[src/rtl/mux2_rr_arbiter.sv]
// Two-requester round-robin arbiter feeding a one-entry registered output stage; drives the shared 2:1 mux select.
// Latency: req in IDLE -> grant/ready next cycle -> out_valid the cycle after; then 1 beat/cycle.
// Backpressure: readyN drops whenever the output register is full and out_ready is low; the held beat is never lost.
module mux2_rr_arbiter #(
  parameter int DATA_W   = 8,
  parameter int MAX_HOLD = 4
) (
  input  logic              clk,
  input  logic              rst_n,
  input  logic              req0,
  input  logic [DATA_W-1:0] data0,
  output logic              ready0,
  input  logic              req1,
  input  logic [DATA_W-1:0] data1,
  output logic              ready1,
  output logic              out_valid,
  output logic [DATA_W-1:0] out_data,
  input  logic              out_ready,
  output logic              sel,
  output logic              grant0,
  output logic              grant1
);

  localparam int HOLD_W = $clog2(MAX_HOLD + 1);
  localparam logic [HOLD_W-1:0] HOLD_MAX   = HOLD_W'(MAX_HOLD);
  localparam logic [HOLD_W:0]   HOLD_LIMIT = (HOLD_W + 1)'(MAX_HOLD);

  typedef enum logic [1:0] {
    ST_IDLE   = 2'd0,
    ST_GRANT0 = 2'd1,
    ST_GRANT1 = 2'd2
  } state_e;

  state_e              state_q, state_d;
  logic                ptr_q, ptr_d;
  logic [HOLD_W-1:0]   hold_q, hold_d;
  logic                out_valid_q, out_valid_d;
  logic [DATA_W-1:0]   out_data_q, out_data_d;

  logic                gnt0, gnt1;
  logic                space;
  logic                rdy0, rdy1;
  logic                accept;
  logic [DATA_W-1:0]   acc_data;
  logic [HOLD_W:0]     hold_inc;
  logic                hold_at_limit;

  // State register: FSM state, tie-break pointer and consecutive-beat counter.
  always_ff @(posedge clk or negedge rst_n) begin
    if (!rst_n) begin
      state_q <= ST_IDLE;
      ptr_q   <= 1'b0;
      hold_q  <= '0;
    end else begin
      state_q <= state_d;
      ptr_q   <= ptr_d;
      hold_q  <= hold_d;
    end
  end

  // Output comb: grants, selects and readies are pure functions of the registered state.
  always_comb begin
    gnt0     = (state_q == ST_GRANT0);
    gnt1     = (state_q == ST_GRANT1);
    space    = !out_valid_q || out_ready;
    rdy0     = gnt0 && space;
    rdy1     = gnt1 && space;
    accept   = (req0 && rdy0) || (req1 && rdy1);
    acc_data = gnt1 ? data1 : data0;
  end

  // Next-state comb: round-robin choice from IDLE, release on req drop, forced hand-over at the hold limit.
  always_comb begin
    state_d       = state_q;
    ptr_d         = ptr_q;
    hold_inc      = {1'b0, hold_q} + 1'b1;
    // True when this accept is the MAX_HOLD-th one (or later, once saturated).
    hold_at_limit = (hold_inc >= HOLD_LIMIT);
    case (state_q)
      ST_IDLE: begin
        if (req0 && (!req1 || !ptr_q)) begin
          state_d = ST_GRANT0;
        end else if (req1) begin
          state_d = ST_GRANT1;
        end
      end
      ST_GRANT0: begin
        if (!req0) begin
          state_d = req1 ? ST_GRANT1 : ST_IDLE;
        end else if (accept && hold_at_limit && req1) begin
          state_d = ST_GRANT1;
        end
      end
      ST_GRANT1: begin
        if (!req1) begin
          state_d = req0 ? ST_GRANT0 : ST_IDLE;
        end else if (accept && hold_at_limit && req0) begin
          state_d = ST_GRANT0;
        end
      end
      default: begin
        state_d = ST_IDLE;
      end
    endcase
    // Leaving a grant hands tie priority to the other requester.
    if ((state_q == ST_GRANT0) && (state_d != ST_GRANT0)) begin
      ptr_d = 1'b1;
    end else if ((state_q == ST_GRANT1) && (state_d != ST_GRANT1)) begin
      ptr_d = 1'b0;
    end
  end

  // Hold counter: cleared on any state change or in IDLE, otherwise counts accepts and saturates at MAX_HOLD.
  always_comb begin
    hold_d = hold_q;
    if ((state_d != state_q) || (state_q == ST_IDLE)) begin
      hold_d = '0;
    end else if (accept && (hold_q != HOLD_MAX)) begin
      hold_d = hold_inc[HOLD_W-1:0];
    end
  end

  // Output stage comb: load on accept (overwriting a beat draining this cycle), clear on drain alone.
  always_comb begin
    out_valid_d = out_valid_q;
    out_data_d  = out_data_q;
    if (accept) begin
      out_valid_d = 1'b1;
      out_data_d  = acc_data;
    end else if (out_valid_q && out_ready) begin
      out_valid_d = 1'b0;
    end
  end

  // Output stage register; reset discards any held beat.
  always_ff @(posedge clk or negedge rst_n) begin
    if (!rst_n) begin
      out_valid_q <= 1'b0;
      out_data_q  <= '0;
    end else begin
      out_valid_q <= out_valid_d;
      out_data_q  <= out_data_d;
    end
  end

  assign grant0    = gnt0;
  assign grant1    = gnt1;
  assign sel       = gnt1;
  assign ready0    = rdy0;
  assign ready1    = rdy1;
  assign out_valid = out_valid_q;
  assign out_data  = out_data_q;

endmodule

[config.mk]
export PLATFORM = sky130hd
export DESIGN_NAME = mux2_rr_arbiter
export DESIGN_NICKNAME = d
export VERILOG_FILES = /design/src/rtl/mux2_rr_arbiter.sv
export SDC_FILE = /design/constraint.sdc
export NUM_CORES = 1
export LEC_CHECK = 0
export BUFFER_PORTS_ARGS = -buffer_cell sky130_fd_sc_hd__buf_2
export CORE_MARGIN = 2
export CORE_UTILIZATION = 30
export DETAILED_ROUTE_END_ITERATION = 6
export PLACE_DENSITY = 0.52
export SLEW_MARGIN = 10
export SYNTH_ARGS = -nofsm -noshare
export SYNTH_HDL_FRONTEND = slang
export SYNTH_SLANG_ARGS = --single-unit
[constraint.sdc]
create_clock -name clk -period 2 [get_ports clk]
set_input_delay 0.4 -clock clk [delete_from_list [all_inputs] [get_ports clk]]
set_output_delay 0.4 -clock clk [all_outputs]
set_load 0.03 [all_outputs]
==> key figures <==
Synthesis
  – Cells after Synth: 90
  – Ranking of synthesized cells by area: dfrtp_1 42%, mux2i_1 8.9%, a21oi_1 5.5%
  – Mean post-synth cell area: 10.0 um2
  – Flops & latches, synth: 15
  – Post-synth top area share: a little over two fifths
  – Distinct cells, synth: 29
  – Yosys Warn Count: 0
  – Mapped cell area: 902 um2
  – Post-Syn Nets: approximately 110
  – Synth area leader: dfrtp_1
  – Sequential-to-total area share from yosys stat: approximately two fifths

Floorplanning
  – Die Width: ~59 um
  – Full die area: 0.00346 mm2
  – Die Ht: 58.8 um
  – Core ar.: roughly 0.0028 mm2
  – IO Pins: 35
  – Initial Util: about a third
  – Site Rows: 19

STA
  – RSZ-0062 raised after global routing: no
  – Final setup violating endpoints: 0
  – Setup TNS: 0 ns
  – Minimum clock period: 1.82 ns
  – Slew Limit Fails: 0
  – Fmax: about 550 MHz
  – Relative slew slack: approximately two thirds
  – Crit share post-route: roughly 90%
  – Hold Vio Cnt, Final: 0
  – Clock Skews: 0.00250 ns
  – Worst-margin pin slew: 0.495 ns

Min path
  – Hold Crit Class: in2async

Worst setup path
  – R2r endpoint: state_q[1]
  – Critical path type: reg2out
  – Critical Path Source: state_q[0]
  – Worst reg-to-reg path cell count: 5
  – Crit Reg-Reg Startpoint: hold_q[0]
  – Worst-path maximum fanout: 10
  – Biggest cell delay along the critical path: 0.50 ns
  – CP max stage cell: dfrtp_1
  – Worst setup EP type: primary output
  – Startpoint Class: flip-flop
  – Worst path required time: about 1.6 ns
  – R2R Setup Slk: 0.36 ns
  – Crit-path cells: nor2b_1 -> buf_4 -> buf_2
  – Delay-heaviest family, CP: flip-flops
  – Arrival time at the worst endpoint: 1.42 ns
  – Critical path buffer and inverter count: 2

Clock tree
  – Resized cells post-CTS: 0
  – CTS Buf Count: 3
  – TritonCTS clock tree: yes
  – Setup Fix Bufs, Post-CTS: 0
  – Max Root-Sink Buffers: 2
  – H-tree levels: 1
  – Sink Count: 15
  – Root buf cell: clkbuf_4
  – Hold_buf cts: 0
  – Clk_lat worst skew: ~0.28 ns
  – Clock slew at reported path FFs: about 0.09 ns

Global route
  – Initial antenna violation count: 0
  – First-pass GRT wire length: 3210 um
  – Number of global-route vias before repair: ~690
  – Largest net degree at the start of global routing: 16
  – Overall global routing resource usage: 12.0%
  – Gr ovfl total: 0

Layout
  – Most frequent cells in the layout: 34 x buf_2, 14 x dfrtp_1, 10 x a21oi_1
  – Final nets: about 150
  – Final Cell Area: 0.00112 mm2
  – Share of post-route cells with drive strength above 1: approximately 36%
  – Core Util, Final: between 30% and 40%
  – Layout area overhead: 24.1%
  – Antenna cells: 0
  – Filler Cell Count: about 280
  – Most common cell after layout, fill and taps aside: buf_2

Pwr
  – Peak VDD IR: around 570 uV
  – Power per cell area: between 1000 and 1500 mW/mm2
  – Lkg Pwr: ~0.53 nW

Placed design
  – Gp weighted congestion: between 0.7 and 0.8
  – Final HPWL DP: between 1000 and 1500 um
  – Placed inst area: 0.00109 mm2
  – IO Port Bufs: 34

Route
  – Final ANT Viol Nets: 0
  – Avg WL per Cell: between 10 and 15 um
  – Router iterations before antenna repair: 6
  – Via count: approximately 770
  – DRC Markers: 2
  – Routed wire length: 1860 um
  – Initial DRC count: 17
  – Post-DR vias/cell: approximately 4.9

Job
  – Max-cap viol count: 0

Outcome
  – Failing checks: DRC
  – Status: finished with violations
worst register-to-register path: cells and delay by family, from the launching register on:
family | cells | cell delay, ns
and+or+nand+nor | 2 | 0.47
AOI/OAI and AO/OA | 2 | 0.44
DFF | 1 | 0.40
adders and majority gates | 1 | 0.23
worst max path at each step:
stage	to	cells after the start	slack, ns
finish	sel	3	0.18
global route	sel	3	0.06
CTS	sel	3	0.1
detailed placement	state_q[1]	5	0.36
global placement	state_q[1]	5	0.37
floorplan	ready0	3	0.07
power breakdown:
part | switching [mW] | internal (mW) | total [mW]
Clock | 0.0976 | 0.0773 | 0.175
Combinational | 0.364 | 0.191 | 0.555
Sequential | 0.0665 | 0.399 | 0.466
Total | 0.528 | 0.668 | 1.20
through the flow:
stage / hold WS (ns) / std cells / total power, mW / setup WS (ns)
floorplan: 0.104 / 90 / 0.871 / 0.0724
global placement: 0.326 / 152 / 1.02 / 0.367
detailed placement: 0.329 / 152 / 1.03 / 0.360
CTS: 0.0164 / 156 / 1.21 / 0.0973
global route: 0.0117 / 156 / 1.29 / 0.0645
finish: 0.0133 / 156 / 1.20 / 0.177
cell usage after synthesis (all sizes together):
| cell | count |
|---|---|
| nand2 | 5 |
| nand2b | 1 |
| o21ai | 2 |
| nor2 | 9 |
| nand3b | 3 |
| nand4 | 2 |
| mux2i | 8 |
| a311oi | 3 |
| buf | 6 |
| o2111ai | 1 |
| o21a | 1 |
| a2111oi | 1 |
| nor3 | 1 |
| or4bb | 1 |
| a211oi | 1 |
| dfrtp | 15 |
| and2 | 2 |
| o31ai | 2 |
| or2 | 1 |
| nand3 | 2 |
| and4 | 2 |
| ha | 2 |
| inv | 3 |
| a21oi | 11 |
| nor2b | 5 |
logic make-up (layout without fill, tap and decap cells):
| logic type | Yosys count | in the layout | share of synthesized area, % |
|---|---|---|---|
| and+or+nand+nor | 34 | 34 | 23.6 |
| DFF | 15 | 15 | 41.6 |
| buffers and inverters | 9 | 44 | 5.82 |
| AOI/OAI and AO/OA | 22 | 22 | 17.3 |
| muxes | 8 | 8 | 8.88 |
| adders and majority gates | 2 | 2 | 2.77 |
per-layer routing:
| layer | vias to the layer above | routed length, um | part of all wire, % | track usage, % |
|---|---|---|---|---|
| met4 | 0 | 0 | 0 | 3.90 |
| met2 | 30 | 808 | 43 | 18.1 |
| met1 | 338 | 908 | 49 | 17.1 |
| met5 | - | 0 | 0 | 0 |
| li1 | 397 | - | - | - |
| met3 | 0 | 143 | 7.7 | 2.42 |
cell type report:
| cell class | count | area, um2 | share of cell area [%] |
|---|---|---|---|
| inverter | 3 | 11.3 | 1.01 |
| multi-input combinational | 66 | 474 | 42.3 |
| clock buffer | 4 | 26.3 | 2.35 |
| timing repair buffer | 37 | 193 | 17.2 |
| sequential | 15 | 377 | 33.6 |
| tap | 31 | 38.8 | 3.46 |
registers in the layout (all words and copies together), names as in the netlist:
name	count
out_data	8
hold_q	3
out_valid	1
state_q	2
ptr_q	1
No activity file was read; power rests on OpenSTA's default activity.
